**config.mk**
```make
export PLATFORM = sky130hd
export DESIGN_NAME = if_fetch_flat
export DESIGN_NICKNAME = d
export VERILOG_FILES = /design/src/rtl/cpu_pkg.sv /design/src/rtl/if_fetch_if.sv /design/src/rtl/if_fetch.sv /design/src/flat_wrapper.sv
export SDC_FILE = /design/constraint.sdc
export NUM_CORES = 1
export LEC_CHECK = 0
export CAP_MARGIN = 40
export CORE_UTILIZATION = 35
export DETAILED_ROUTE_END_ITERATION = 10
export PLACE_DENSITY = 0.76
export SETUP_SLACK_MARGIN = 0.02
export SYNTH_ARGS = -nofsm -noshare
export SYNTH_HDL_FRONTEND = slang
export SYNTH_SLANG_ARGS = --single-unit
```
**constraint.sdc**
```tcl
create_clock -name clk -period 4 [get_ports clk]
set_input_delay 0.8 -clock clk [delete_from_list [all_inputs] [get_ports clk]]
set_output_delay 0.8 -clock clk [all_outputs]
set_load 0.02 [all_outputs]
```
**src/rtl/cpu_pkg.sv**
```systemverilog
// Shared CPU definitions: stall vector bit positions, the NOP encoding,
// the fetch FSM state encoding and the default reset PC.
package cpu_pkg;

    localparam int STALL_PC  = 0;
    localparam int STALL_IF  = 1;
    localparam int STALL_ID  = 2;
    localparam int STALL_EX  = 3;
    localparam int STALL_MEM = 4;
    localparam int STALL_WB  = 5;

    localparam logic [31:0] NOP              = 32'h0000_0000;
    localparam logic [31:0] DEFAULT_RESET_PC = 32'h0000_0000;

    typedef enum logic [1:0] {
        FETCH_IDLE  = 2'd0,
        FETCH_REQ   = 2'd1,
        FETCH_READY = 2'd2
    } fetch_state_t;

endpackage

```
**src/rtl/if_fetch_if.sv**
```systemverilog
// Instruction-memory request/acknowledge port between the fetch stage
// (master) and the instruction memory (slave).
interface if_fetch_if;
    logic        mem_req;
    logic [31:0] mem_addr;
    logic        mem_ack;
    logic [31:0] mem_rdata;

    modport master (output mem_req, output mem_addr, input mem_ack, input mem_rdata);
    modport slave  (input mem_req, input mem_addr, output mem_ack, output mem_rdata);
endinterface

```
**src/rtl/if_fetch.sv**
```systemverilog
// Instruction-fetch stage: owns the PC, fetches one word per request/ack
// transaction and presents it to IF/ID until the pipeline advances.
//
// state       | meaning
// ------------+-------------------------------------------------
// FETCH_IDLE  | just out of reset, no request yet
// FETCH_REQ   | mem_req high, waiting for mem_ack
// FETCH_READY | word held in inst_buf, waiting for stall[0]=0
module if_fetch
    import cpu_pkg::*;
#(
    parameter logic [31:0] RESET_PC = DEFAULT_RESET_PC
) (
    input  logic        clk,
    input  logic        rst,
    input  logic [5:0]  stall,
    input  logic        branch_flag,
    input  logic [31:0] branch_target,
    if_fetch_if.master  mem,
    output logic [31:0] if_pc,
    output logic [31:0] if_inst,
    output logic        stall_req
);

    localparam logic [31:0] RESET_PC_ALIGNED = {RESET_PC[31:2], 2'b00};

    fetch_state_t state, state_nxt;
    logic [31:0]  pc;
    logic [31:0]  pc_nxt;
    logic [31:0]  inst_buf;
    logic         pend;
    logic [31:0]  pend_target;
    logic         advance;
    logic [31:0]  target_aligned;

    // Only the PC-hold bit and the word-aligned part of the target matter here.
    logic unused_bits;
    assign unused_bits = ^{stall[5:1], branch_target[1:0]};

    assign target_aligned = {branch_target[31:2], 2'b00};
    assign advance        = (state == FETCH_READY) && !stall[STALL_PC];

    always_ff @(posedge clk) begin
        if (rst) begin
            state <= FETCH_IDLE;
        end else begin
            state <= state_nxt;
        end
    end

    always_comb begin
        state_nxt = state;
        case (state)
            FETCH_IDLE:  state_nxt = FETCH_REQ;
            FETCH_REQ:   if (mem.mem_ack) state_nxt = FETCH_READY;
            FETCH_READY: if (!stall[STALL_PC]) state_nxt = FETCH_REQ;
            default:     state_nxt = FETCH_IDLE;
        endcase
    end

    always_comb begin
        mem.mem_req = (state == FETCH_REQ);
        stall_req   = (state != FETCH_READY);
        if_inst     = (state == FETCH_READY) ? inst_buf : NOP;
    end

    assign mem.mem_addr = {pc[31:2], 2'b00};
    assign if_pc        = pc;

    // A redirect seen on the advance edge wins over one recorded earlier.
    always_comb begin
        if (branch_flag) begin
            pc_nxt = target_aligned;
        end else if (pend) begin
            pc_nxt = pend_target;
        end else begin
            pc_nxt = pc + 32'd4;
        end
    end

    always_ff @(posedge clk) begin
        if (rst) begin
            pc          <= RESET_PC_ALIGNED;
            inst_buf    <= NOP;
            pend        <= 1'b0;
            pend_target <= 32'h0;
        end else begin
            if (advance) begin
                pc   <= pc_nxt;
                pend <= 1'b0;
            end else if (branch_flag) begin
                pend        <= 1'b1;
                pend_target <= target_aligned;
            end
            if ((state == FETCH_REQ) && mem.mem_ack) begin
                inst_buf <= mem.mem_rdata;
            end
        end
    end

endmodule

```
**src/flat_wrapper.sv**
```systemverilog
// flat-port wrapper written by rule: the top's interface ports become plain ports
module if_fetch_flat import cpu_pkg::*;
#(
    parameter logic [31:0] RESET_PC = DEFAULT_RESET_PC
)
  (clk, rst, stall, branch_flag, branch_target, if_pc, if_inst, stall_req, mem_mem_req, mem_mem_addr, mem_mem_ack, mem_mem_rdata);
  if_fetch_if mem_i ();
  input  logic clk;
  input  logic rst;
  input  logic [5:0] stall;
  input  logic branch_flag;
  input  logic [31:0] branch_target;
  output logic [31:0] if_pc;
  output logic [31:0] if_inst;
  output logic stall_req;
  output wire logic [$bits(mem_i.mem_req)-1:0] mem_mem_req;
  output wire logic [$bits(mem_i.mem_addr)-1:0] mem_mem_addr;
  input wire logic [$bits(mem_i.mem_ack)-1:0] mem_mem_ack;
  input wire logic [$bits(mem_i.mem_rdata)-1:0] mem_mem_rdata;
  assign mem_mem_req = mem_i.mem_req;
  assign mem_mem_addr = mem_i.mem_addr;
  assign mem_i.mem_ack = mem_mem_ack;
  assign mem_i.mem_rdata = mem_mem_rdata;
  if_fetch #(.RESET_PC(RESET_PC)) u_core (.clk(clk), .rst(rst), .stall(stall), .branch_flag(branch_flag), .branch_target(branch_target), .mem(mem_i), .if_pc(if_pc), .if_inst(if_inst), .stall_req(stall_req));
endmodule
```
==> impl_results.md <==
- Commonest cells in the netlist: 153 x nand2_1, 95 x dfxtp_1, 85 x a21oi_1
- H-tree depth: 3
- Most common cell in the synthesized netlist: nand2_1
- IO Port Bufs: 160
- Area grow syn2layout: 37.6%
- Routed Antenna Nets: 0
- Clock skew: 0.00768 ns
- Vias per Instance: 5.35
- Vias post-DR: 4988
- Cell taking the most area after synthesis: dfxtp_1
- Slew HR: 42.8%
- # placed instances: 917
- Iter 0 DRT Violations: 447
- Post-Route WL: 14700 µm
- Area contributors post-synth: dfxtp_1 39%, nand2_1 12%, a21oi_1 8.7%, buf_4 5.2%, and2_1 4.1%
- Remaining DRCs: 0
- Worst Hold End: u_core.inst_buf[22]
- Hpwl dp: 9830 µm
- CTS tree: built
- Power Density: 348 nW/µm²
- GRT overflow: 0
- CTS Buffer Depth: 2
- CP Class: flop to output port
- Leak Pwr: 2.35 nW
- Avg WL per Cell: 15.7 µm
- Count of cell types in the netlist: 56
- Final Net Count: 827
- Final Core Density: 50.1%
- Peak VDD IR: 0.217 mV
- Chip Height: 120 µm
- Count of final hold-check violations: 0
- Ratio of cells with drive above 1 in the final layout: 5.68%
- Peak Freq: 323 MHz
- Yosys warnings: 0
- R2r worst-path depth: 4
- Largest net degree at the start of global routing: 44
- CTS root buffer: clkbuf_16
- Die width: 120 µm
- Main flop type after synthesis: dfxtp_1
- Critical R2R Launch: u_core.state[1]
- Worst setup margin: 0.906 ns
- Slew @ Worst Pin: 0.855 ns
- Max-Cap Viols: 0
- #FFs+latches synth: 95
- Setup TNS: 0 ns
- I/O pin cnt: 172
- Status: finished clean
- Cells after synthesis: 648
- Inserted Clock Buffers: 9
- Min-delay src: u_core.inst_buf[22]
- Vias in the first global route: 4489
- Hold depth: 2
- GRT Total Usage: 20.5%
- Setup crit start kind: flop
- Top cell type's share of synthesized area: 38.9%
- Starting density of the core: 36.4%
- Fin crit period: 3.09 ns
- Sequential share of the synthesized area: 38.9%
- Hold/Removal Path Class: flop to flop
- Setup violations, final: 0
- Filler cells: 1368
- Initial antenna violation count: 0
- Post-synth EDFFs: 0
- Final Non-Filler Cells: 933
- DIE AREA: 14500 µm²
- Cts hold-fix bufs: 0
- DR pass1 iterations: 5
- Synth Cell Area: 4890 µm²
- CP endpoint kind: output port
- Gpl congestion: 0.864
- Cell Rows: 42
- Crit path max fanout: 28
- Ant diodes: 0
- Clock slew at reported path FFs: 0.07 ns
- Period utilization: 77.4%
- RSZ-0062 raised after global routing: false
- Gates resized, CTS repair: 0
- Setup Fix Bufs, Post-CTS: 0
- Post-synthesis async set-or-reset flop share: 0%
- CP arrival: 2.29 ns
- Dpl ws: 0.881 ns
- Syn avg cell area: 7.55 µm²
- R2R Setup Slk: 1.70 ns
- Global-route wire length before repair: 23300 µm
- Worst-Skew Late Latency: 0.35 ns
- Worst EP required: 3.20 ns
- Core Region: 13500 µm²
- Final Slew Violations: 0
- Num Clock Sinks: 95
- Worst R2R End: u_core.if_pc[29]
[worst max path at each step]
stage                            end  slack (ns)       startpoint  cells past startpoint
floorplan           u_core.if_pc[30]        1.91         stall[0]                      6
global placement    u_core.if_pc[17]        0.89         stall[0]                      5
detailed placement  u_core.if_pc[29]        0.88         stall[0]                      5
CTS                      if_inst[30]        0.86  u_core.state[1]                      4
global route             if_inst[30]        0.73  u_core.state[1]                      4
finish                   if_inst[18]        0.91  u_core.state[1]                      4
[where the power goes]
| group | switching [mW] | leakage [nW] | internal (mW) |
|---|---|---|---|
| registers | 0.0347 | 0.775 | 0.987 |
| clock network | 0.382 | 0.176 | 0.646 |
| logic | 0.158 | 1.40 | 0.140 |
| total | 0.574 | 2.35 | 1.77 |
[critical path: stages (launching register included)]
cell             delay, ns
dfxtp_1               0.43
nor2b_1               0.38
buf_4                 0.33
and2_1                0.18
clkdlybuf4s50_1       0.61
[cells by family after synthesis]
logic type | Yosys count | share of synthesized area [%]
simple gates | 271 | 26.5
compound gates | 179 | 22.1
flops | 95 | 38.9
buf+inv | 87 | 9.64
xor+xnor | 10 | 1.79
mux | 4 | 0.818
fa+ha+maj | 1 | 0.256
other cells | 1 | 0.0766
[cell usage in the layout, fill, tap and decap left out, types with 5 or more instances in the layout]
| cell | synthesis | routed |
|---|---|---|
| a211oi_1 | 7 | 7 |
| a21oi_1 | 85 | 85 |
| a221o_1 | 6 | 6 |
| a22oi_1 | 6 | 6 |
| a31oi_1 | 5 | 5 |
| and2_1 | 32 | 32 |
| buf_4 | 34 | 10 |
| clkbuf_16 | 0 | 9 |
| clkdlybuf4s50_1 | 0 | 159 |
| dfxtp_1 | 95 | 95 |
| inv_1 | 5 | 5 |
| nand2_1 | 153 | 153 |
| nand3_1 | 9 | 9 |
| nand4_1 | 10 | 10 |
| nor2_1 | 28 | 26 |
| nor3_1 | 10 | 10 |
| nor4_1 | 5 | 5 |
| o211ai_1 | 5 | 5 |
| o21ai_0 | 29 | 29 |
| o221ai_1 | 5 | 5 |
| o22ai_1 | 8 | 8 |
| xnor2_1 | 5 | 5 |
| xor2_1 | 5 | 5 |
[routing by layer]
layer  wire length, µm  part of all wire, %  track usage, %  up-vias
met2              6850                   47            33.3      187
met1              6420                   44            26.4     2357
met3              1020                  7.0            3.87       26
met4               372                  2.5            9.10        0
li1                  -                    -               -     2418
met5                 0                    0               0        -
[final cells by class]
class | count | area (µm²) | area share, %
multi-input combinational | 469 | 2540 | 37.8
tap | 176 | 220 | 3.27
clock buffer | 11 | 253 | 3.75
sequential | 95 | 1900 | 28.2
inverter | 6 | 22.5 | 0.334
timing repair buffer | 171 | 1690 | 25.1
clock inverter | 5 | 104 | 1.54
[sequential cells by signal, indices dropped and copies added (netlist names)]
register,flops
u_core.inst_buf,32
u_core.if_pc,30
u_core.pend_target,30
u_core.state,2
u_core.pend,1
[stage by stage]
step                power (mW)  area, µm²  hold slack (ns)
floorplan                 1.20       4910            0.432
global placement          1.34       6360            0.438
detailed placement        1.34       6380            0.443
CTS                       2.37       6740            0.452
global route              2.44       6740            0.465
finish                    2.35       6740            0.449
Note: power is estimated with default switching activity, not from simulation.
